**src/rtl/aes_sbox_if.sv**
```systemverilog
// Byte-lookup bus for the AES S-box: a qualified input byte and a qualified registered result.
interface aes_sbox_if;
   logic       in_valid;
   logic [7:0] in;
   logic       out_valid;
   logic [7:0] out;

   modport master (output in_valid, output in, input  out_valid, input  out);
   modport slave  (input  in_valid, input  in, output out_valid, output out);
endinterface

```
**src/rtl/aes_sbox.sv**
```systemverilog
// Forward AES SubBytes S-box, one byte per cycle; pure table decode into a result register.
module aes_sbox (
   input  logic        clk,
   input  logic        rst_n,
   aes_sbox_if.slave   bus
);

   // Row n holds S(16*n + 0) .. S(16*n + 15).
   localparam logic [7:0] SBOX [256] = '{
      8'h63, 8'h7c, 8'h77, 8'h7b, 8'hf2, 8'h6b, 8'h6f, 8'hc5, 8'h30, 8'h01, 8'h67, 8'h2b, 8'hfe, 8'hd7, 8'hab, 8'h76,
      8'hca, 8'h82, 8'hc9, 8'h7d, 8'hfa, 8'h59, 8'h47, 8'hf0, 8'had, 8'hd4, 8'ha2, 8'haf, 8'h9c, 8'ha4, 8'h72, 8'hc0,
      8'hb7, 8'hfd, 8'h93, 8'h26, 8'h36, 8'h3f, 8'hf7, 8'hcc, 8'h34, 8'ha5, 8'he5, 8'hf1, 8'h71, 8'hd8, 8'h31, 8'h15,
      8'h04, 8'hc7, 8'h23, 8'hc3, 8'h18, 8'h96, 8'h05, 8'h9a, 8'h07, 8'h12, 8'h80, 8'he2, 8'heb, 8'h27, 8'hb2, 8'h75,
      8'h09, 8'h83, 8'h2c, 8'h1a, 8'h1b, 8'h6e, 8'h5a, 8'ha0, 8'h52, 8'h3b, 8'hd6, 8'hb3, 8'h29, 8'he3, 8'h2f, 8'h84,
      8'h53, 8'hd1, 8'h00, 8'hed, 8'h20, 8'hfc, 8'hb1, 8'h5b, 8'h6a, 8'hcb, 8'hbe, 8'h39, 8'h4a, 8'h4c, 8'h58, 8'hcf,
      8'hd0, 8'hef, 8'haa, 8'hfb, 8'h43, 8'h4d, 8'h33, 8'h85, 8'h45, 8'hf9, 8'h02, 8'h7f, 8'h50, 8'h3c, 8'h9f, 8'ha8,
      8'h51, 8'ha3, 8'h40, 8'h8f, 8'h92, 8'h9d, 8'h38, 8'hf5, 8'hbc, 8'hb6, 8'hda, 8'h21, 8'h10, 8'hff, 8'hf3, 8'hd2,
      8'hcd, 8'h0c, 8'h13, 8'hec, 8'h5f, 8'h97, 8'h44, 8'h17, 8'hc4, 8'ha7, 8'h7e, 8'h3d, 8'h64, 8'h5d, 8'h19, 8'h73,
      8'h60, 8'h81, 8'h4f, 8'hdc, 8'h22, 8'h2a, 8'h90, 8'h88, 8'h46, 8'hee, 8'hb8, 8'h14, 8'hde, 8'h5e, 8'h0b, 8'hdb,
      8'he0, 8'h32, 8'h3a, 8'h0a, 8'h49, 8'h06, 8'h24, 8'h5c, 8'hc2, 8'hd3, 8'hac, 8'h62, 8'h91, 8'h95, 8'he4, 8'h79,
      8'he7, 8'hc8, 8'h37, 8'h6d, 8'h8d, 8'hd5, 8'h4e, 8'ha9, 8'h6c, 8'h56, 8'hf4, 8'hea, 8'h65, 8'h7a, 8'hae, 8'h08,
      8'hba, 8'h78, 8'h25, 8'h2e, 8'h1c, 8'ha6, 8'hb4, 8'hc6, 8'he8, 8'hdd, 8'h74, 8'h1f, 8'h4b, 8'hbd, 8'h8b, 8'h8a,
      8'h70, 8'h3e, 8'hb5, 8'h66, 8'h48, 8'h03, 8'hf6, 8'h0e, 8'h61, 8'h35, 8'h57, 8'hb9, 8'h86, 8'hc1, 8'h1d, 8'h9e,
      8'he1, 8'hf8, 8'h98, 8'h11, 8'h69, 8'hd9, 8'h8e, 8'h94, 8'h9b, 8'h1e, 8'h87, 8'he9, 8'hce, 8'h55, 8'h28, 8'hdf,
      8'h8c, 8'ha1, 8'h89, 8'h0d, 8'hbf, 8'he6, 8'h42, 8'h68, 8'h41, 8'h99, 8'h2d, 8'h0f, 8'hb0, 8'h54, 8'hbb, 8'h16
   };

   logic [7:0] w_sub;
   logic [7:0] r_out;
   logic       r_valid;

   assign w_sub = SBOX[bus.in];

   // The result register only loads on a qualified byte, so downstream can hold-sample it.
   always_ff @(posedge clk) begin
      if (!rst_n) begin
         r_out   <= 8'h00;
         r_valid <= 1'b0;
      end else begin
         r_valid <= bus.in_valid;
         if (bus.in_valid) begin
            r_out <= w_sub;
         end
      end
   end

   assign bus.out       = r_out;
   assign bus.out_valid = r_valid;

endmodule

```
**src/flat_wrapper.sv**
```systemverilog
// flat-port wrapper written by rule: the top's interface ports become plain ports
module aes_sbox_flat 
  (clk, rst_n, bus_in_valid, bus_in, bus_out_valid, bus_out);
  aes_sbox_if bus_i ();
  input  logic clk;
  input  logic rst_n;
  input wire logic [$bits(bus_i.in_valid)-1:0] bus_in_valid;
  input wire logic [$bits(bus_i.in)-1:0] bus_in;
  output wire logic [$bits(bus_i.out_valid)-1:0] bus_out_valid;
  output wire logic [$bits(bus_i.out)-1:0] bus_out;
  assign bus_i.in_valid = bus_in_valid;
  assign bus_i.in = bus_in;
  assign bus_out_valid = bus_i.out_valid;
  assign bus_out = bus_i.out;
  aes_sbox u_core (.clk(clk), .rst_n(rst_n), .bus(bus_i));
endmodule
```
**config.mk**
```make
export PLATFORM = sky130hd
export DESIGN_NAME = aes_sbox_flat
export DESIGN_NICKNAME = d
export VERILOG_FILES = /design/src/rtl/aes_sbox_if.sv /design/src/rtl/aes_sbox.sv /design/src/flat_wrapper.sv
export SDC_FILE = /design/constraint.sdc
export NUM_CORES = 1
export LEC_CHECK = 0
export ABC_CLOCK_PERIOD_IN_PS = 3200
export CELL_PAD_IN_SITES_DETAIL_PLACEMENT = 0
export CELL_PAD_IN_SITES_GLOBAL_PLACEMENT = 1
export CORE_ASPECT_RATIO = 1.1
export CORE_MARGIN = 2
export CORE_UTILIZATION = 25
export CTS_CLUSTER_DIAMETER = 100
export DETAILED_ROUTE_END_ITERATION = 6
export GPL_TIMING_DRIVEN = 0
export PLACE_DENSITY = 0.55
export SLEW_MARGIN = 20
export SYNTH_ARGS = -nofsm -noshare
export SYNTH_HDL_FRONTEND = slang
export SYNTH_SLANG_ARGS = --single-unit
```
**constraint.sdc**
```tcl
create_clock -name clk -period 3.2 [get_ports clk]
set_input_delay 0.48 -clock clk [delete_from_list [all_inputs] [get_ports clk]]
set_output_delay 0.48 -clock clk [all_outputs]
set_load 0.01 [all_outputs]
```
==> out/qor.txt, run 1 <==
Synth unique cells - 80
Post-synth top area cell - o21ai_0
Site Rows - 47
Layout area overhead - 15.6%
Yosys top cell area share - 0.0587
Ranking of synthesized cells by area - o21ai_0 5.9%, ha_1 4.9%, dfxtp_1 4.7%, nand2_1 4.7%, a21oi_1 4.3%
Total power - 1150 uW
Pre-Repair DR Iteration Count - 6
GR Overflow Total - 0
Max VDD drop - 0.101 mV
Antenna violations before repair - 0
Setup violators final - 2
PwrDens - 259 mW/mm^2
Failing checks - setup timing
Layout cells sized above 1 - 0.172
Syn_nets - 594
DRC - 0
Core ar. - 0.0151 sq mm
Fill cells - 1721
Vias in the first global route - 5400
Inserted Clock Buffers - 3
Crit path time final - 3.24 ns
Synth Flop Type - dfxtp_1
Detailed Place HPWL - 21500 microns
Startpoint types - input port
Number of max-cap violations - 0
Clk_lat worst skew - 0.24 ns
Synth warn - 0
Clock sinks - 9
Critical Path RT - 3.37 ns
1st-iter DRT viols - 915
EDFF count, synth - 0
Die X - 122 microns
Post-synth ARST share - 0
Gpl congestion - 1.01
Multi-input gate area - 0.00322 sq mm
Worst slew margin - 0.268
H-Tree Depth - 1
IO Count - 20
CP Max Fanout - 10
Worst-path clk slew - 0.04 ns
Synth Cell Area - 0.00384 sq mm
Clock Path Buffers - 2
Pins Over Slew Limit - 0
Die Height - 134 microns
Tightest Hold Check Type - flop to flop
Total track usage - 0.362
Post-DR vias/cell - 7.16
Total Wirelength - 29600 microns
Hold Fails Final Rpt - 0
Initial Utilization - 0.255
Syn_area_per_cell - 6.76 sq um
CP arrival - 3.40 ns
Root buffer cell - clkbuf_16
First-pass GRT wire length - 41700 microns
Tcrit/Tclk final - 1.01
Static Leakage - 0.00156 uW
Pin count of the biggest net entering global routing - 14
Yosys reg bits - 9
CP endpoint kind - flop
Worst Tran Pin Value - 1.09 ns
Top-count cell post-synth - nand2_1
Post-route ant nets - 0
Die Area - 0.0164 sq mm
Via Count - 5645
CP Class - input port to flop
Register area share after synthesis - 0.0470
Max Clock Freq - 309 MHz
Hold Slack - 0.508 ns
Post-synth top cells - 48 x nand2_1, 45 x o21ai_0, 37 x nor2_1, 33 x a21oi_1, 33 x buf_2
Setup Skew - 0 ns
Sequential Area - 180 sq um
CTS tree - yes
Worst Slack Setup Final - -0.0391 ns
Fin nets - 619
Outcome - finished, violations left
Synth Instances - 568
Inserted Diodes - 0
Port buffer count - 16
DR WL/cell - 37.6 microns
[worst max-delay path, cell delays in order]
cell and delay [ns]:
clkdlybuf4s15_2 0.30, buf_6 0.21, clkinvlp_4 0.08, buf_4 0.15
ha_1 0.18, clkbuf_2 0.33, nor2b_1 0.52, mux4_2 0.37
nor3_2 0.06, or4_1 0.51, a31oi_1 0.19
[cells by family (layout without fill, tap and decap cells)]
logic type | after synthesis | after routing | synth area share
buffers and inverters | 85 | 109 | 0.127
xor gates and xnor gates | 3 | 3 | 0.00685
AOI/OAI and AO/OA | 232 | 232 | 0.426
and+or+nand+nor | 206 | 206 | 0.279
DFF | 9 | 9 | 0.0470
adders and majority gates | 15 | 15 | 0.0489
muxes | 18 | 18 | 0.0652
[timing repair]
item / CTS / global route
setup buffers: 2 / 3
gates resized for setup: 22 / 10
pin swaps: 0 / 1
endpoints found under the setup margin: 8 / 8
hold buffers: 0 / 0
[power breakdown]
part | switching (uW) | total, uW | internal (uW)
Combinational | 542 | 790 | 248
Clock | 64.0 | 231 | 167
Sequential | 5.38 | 128 | 123
[placed cells by master, fill, tap and decap left out, types with 14 or more instances in the layout]
| cell | n |
|---|---|
| a211oi_1 | 17 |
| a21oi_1 | 33 |
| a31oi_1 | 19 |
| buf_2 | 29 |
| buf_4 | 17 |
| clkbuf_1 | 15 |
| ha_1 | 14 |
| nand2_1 | 47 |
| nand2b_1 | 20 |
| nand3_1 | 16 |
| nor2_1 | 37 |
| nor2b_1 | 18 |
| nor3_1 | 25 |
| o21ai_0 | 44 |
[routing by layer]
layer  wire length (microns)  up-vias  track usage
met5                       0        -            0
met4                    2670        0        0.232
met3                    4230      183        0.123
met2                   12300      576        0.534
met1                   10400     2657        0.447
li1                        -     2229            -
[state kept, by name, summed over array words and instances (netlist names)]
name,cells
u_core.bus.out,8
u_core.bus.out_valid,1
[through the flow]
stage | util | setup slack (ns) | instance area, sq um | setup TNS [ns] | instances
6_report | 0.295 | -0.0391 | 4440 | -0.0737 | 788
4_1_cts | 0.291 | 0.00507 | 4390 | 0 | 785
3_3_place_gp | 0.282 | -1.82 | 4240 | -9.48 | 780
3_5_place_dp | 0.282 | -1.73 | 4240 | -9.15 | 780
5_1_grt | 0.295 | -0.00586 | 4440 | -0.00586 | 788
2_1_floorplan | - | 0.634 | 3840 | 0 | 568
[layout make-up]
type | count | share of cell area
Inverter | 11 | 0.0110
Timing Repair Buffer | 21 | 0.0451
Clock buffer | 4 | 0.0178
Multi-Input combinational cell | 474 | 0.726
Tap cell | 196 | 0.0553
Buffer | 73 | 0.104
Sequential cell | 9 | 0.0406
[final timing paths]
kind	cells after the start	from	slack [ns]	endpoint
max	11	bus_in[1]	-0.04	u_core.bus.out[3]
max reg2reg	2	u_core.bus.out[5]	2.43	u_core.bus.out[5]
min	2	u_core.bus.out[3]	0.51	u_core.bus.out[3]
min reg2reg	2	u_core.bus.out[3]	0.51	u_core.bus.out[3]
Power figures use the tool's default switching activity.
==> run 2, diff against run 1 <==
- ABC_CLOCK_PERIOD_IN_PS: 3200 -> 3800
- clock period: 3.2 -> 3.8 ns (I/O delays scaled with it)
==> out/qor.txt, run 2 (same netlist as run 1, synthesis figures left out) <==
Crit path cell chain - clkdlybuf4s50_1, buf_6, inv_1, ha_1, clkbuf_2, buf_2, nand2_2, nand2_1, mux4_2, mux2i_1, o211ai_1, o2111a_1
CP Max Fanout - 10 (unchanged)
Total Wirelength - 29600 microns (-0.14%)
CP max stage cell - clkdlybuf4s50_1
Root buffer cell - clkbuf_16
Detailed Place HPWL - 21500 microns (unchanged)
Commonest non-fill, non-tap cells in the layout - 47 x nand2_1, 45 x o21ai_0, 37 x nor2_1
Part of the power in registers - 0.112 (about the same)
Gpl congestion - 1.01 (unchanged)
Inserted Clock Buffers - 3 (unchanged)
Sequential Area - 180 sq um (unchanged)
Total track usage - 0.362 (-0.000441)
Fin nets - 616 (-0.48%)
Post-route ant nets - 0 (unchanged)
Worst min-delay path endpoint - u_core.bus.out[3]
Sw Ratio - 0.533 (+0.00157)
Crit path time final - 3.76 ns
Pin count of the biggest net entering global routing - 14 (unchanged)
CP Class - input port to flop
Post-layout util - 0.291 (-0.00407)
Outcome - finished, final reports clean
Multi-input gate area - 0.00320 sq mm (-0.66%)
CTS tree - yes
Die X - 122 microns (unchanged)
GR Overflow Total - 0 (unchanged)
Hold Fails Final Rpt - 0 (unchanged)
First-pass GRT wire length - 41600 microns (-0.20%)
Pint - 448 uW (-17%)
Reg2Reg Capture Point - u_core.bus.out[5]
Clock sinks - 9 (unchanged)
Pre-Repair DR Iteration Count - 6 (unchanged)
Crit path largest cell delay - 0.66 ns (+0.14 ns)
Vias in the first global route - 5418 (+0.33%)
Worst Path Buf+Inv - 5 (unchanged)
Worst-path clk slew - 0.04 ns (about the same)
Number of max-cap violations - 0 (unchanged)
Antenna violations before repair - 1 (+1)
Post-DR vias/cell - 7.05 (-1.6%)
Site Rows - 47 (unchanged)
RSZ-0062 raised after global routing - no
Tightest Hold Check Type - flop to flop
DR WL/cell - 37.7 microns (+0.25%)
Tcrit/Tclk final - 0.989
Layout area overhead - 14.0%
Hold Slack - 0.511 ns (+0.00286 ns)
Static Leakage - 0.00154 uW (-1.1%)
Power share of the combinational group - 0.685 (-0.002)
CP arrival - 3.89 ns (+0.49 ns)
Pins Over Slew Limit - 0 (unchanged)
Max VDD drop - 0.0849 mV (-16%)
Clk_lat worst skew - 0.24 ns (about the same)
Clock Path Buffers - 2 (unchanged)
Critical Path RT - 3.93 ns (+0.56 ns)
Max Clock Freq - 266 MHz
Fill cells - 1722 (+0.058%)
Layout cells sized above 1 - 0.158 (-0.0144)
R2R depth - 2 (unchanged)
Most common cell after layout, fill and taps aside - nand2_1
Max FFs per register - 8 (unchanged)
GRT met1 Usage - 0.447 (-0.000515)
Startpoint types - input port
Worst r2r src - u_core.bus.out[5]
Port buffer count - 16 (unchanged)
Worst Tran Pin Value - 1.15 ns (+0.0564 ns)
Post-Layout Cell Count - 785 (-0.38%)
DRC - 0 (unchanged)
GR Util met3 - 0.119 (-0.00425)
GR Layer Usage met2 - 0.540 (+0.00590)
Grt peak-use layer - met2
Core ar. - 0.0151 sq mm (unchanged)
WHS Path Cells - 2 (unchanged)
R2r setup slk - 3.03 ns (+0.60 ns)
Via Count - 5536 (-1.9%)
Top delay family on crit path - buffers and inverters
NetSw - 511 uW (-16%)
Worst slew margin - 0.230 (-0.0377)
Clock share of power - 0.203 (+0.002)
PwrDens - 219 mW/mm^2 (-15%)
Worst hold start - u_core.bus.out[3]
Critical Path Stages - 12 (+1)
Initial Utilization - 0.255 (unchanged)
Dpl cells - 780 (unchanged)
Total power - 959 uW (-17%)
Die Height - 134 microns (unchanged)
CP endpoint kind - flop
Setup Skew - 0 ns (unchanged)
1st-iter DRT viols - 893 (-2.4%)
IO Count - 20 (unchanged)
Setup violators final - 0 (-2)
H-Tree Depth - 1 (unchanged)
Die Area - 0.0164 sq mm (unchanged)
Inserted Diodes - 0 (unchanged)
## run 2: worst register-to-register path: stages, from the launching register on
cell     delay (ns)
dfxtp_1        0.32
nor2b_1        0.13
a32o_1         0.21
## run 2: how the worst max path moves through the flow
stage	start	to	slack [ns]
final	bus_in[0]	u_core.bus.out[4]	0.04
after global routing	bus_in[0]	u_core.bus.out[7]	0.01
after CTS	bus_in[0]	u_core.bus.out[3]	0.02
after detailed placement	bus_in[1]	u_core.bus.out[0]	-1.22
after global placement	bus_in[1]	u_core.bus.out[0]	-1.31
after floorplan	bus_in[1]	u_core.bus.out[4]	1.14
## run 2: through the flow
stage | instance area (sq um) | setup TNS (ns) | worst slack, ns
detailed placement | 4240 | -5.07 | -1.22
global route | 4370 | 0 | 0.0143
CTS | 4350 | 0 | 0.0208
floorplan | 3840 | 0 | 1.14
finish | 4370 | 0 | 0.0406
global placement | 4240 | -5.40 | -1.31
## run 2: what timing repair did
item | 4_1_cts | 5_1_grt
gates resized for setup | 7 | 7
buffers inserted | 2 | 0
hold buffers | 0 | 0
setup endpoints to repair | 8 | 6
pin swaps | 0 | 0
## run 2: power by group through the flow
stage / registers, uW / clock network [uW] / logic (uW)
6_report: 108 / 194 / 657
5_1_grt: 109 / 203 / 667
4_1_cts: 109 / 199 / 612
3_5_place_dp: 110 / 0 / 607
3_3_place_gp: 110 / 0 / 634
2_1_floorplan: 113 / 0 / 352
## run 2: area by class of cell
class                      count  area share
multi-input combinational    474       0.731
buffer                        73       0.103
tap                          196      0.0561
sequential                     9      0.0412
timing repair buffer          18      0.0400
clock buffer                   4      0.0180
inverter                      11      0.0103
## run 2: metal layers
metal	up-vias	wire [microns]
met5	-	8
met4	2	2660
li1	2222	-
met3	172	3860
met1	2612	10800
met2	528	12200
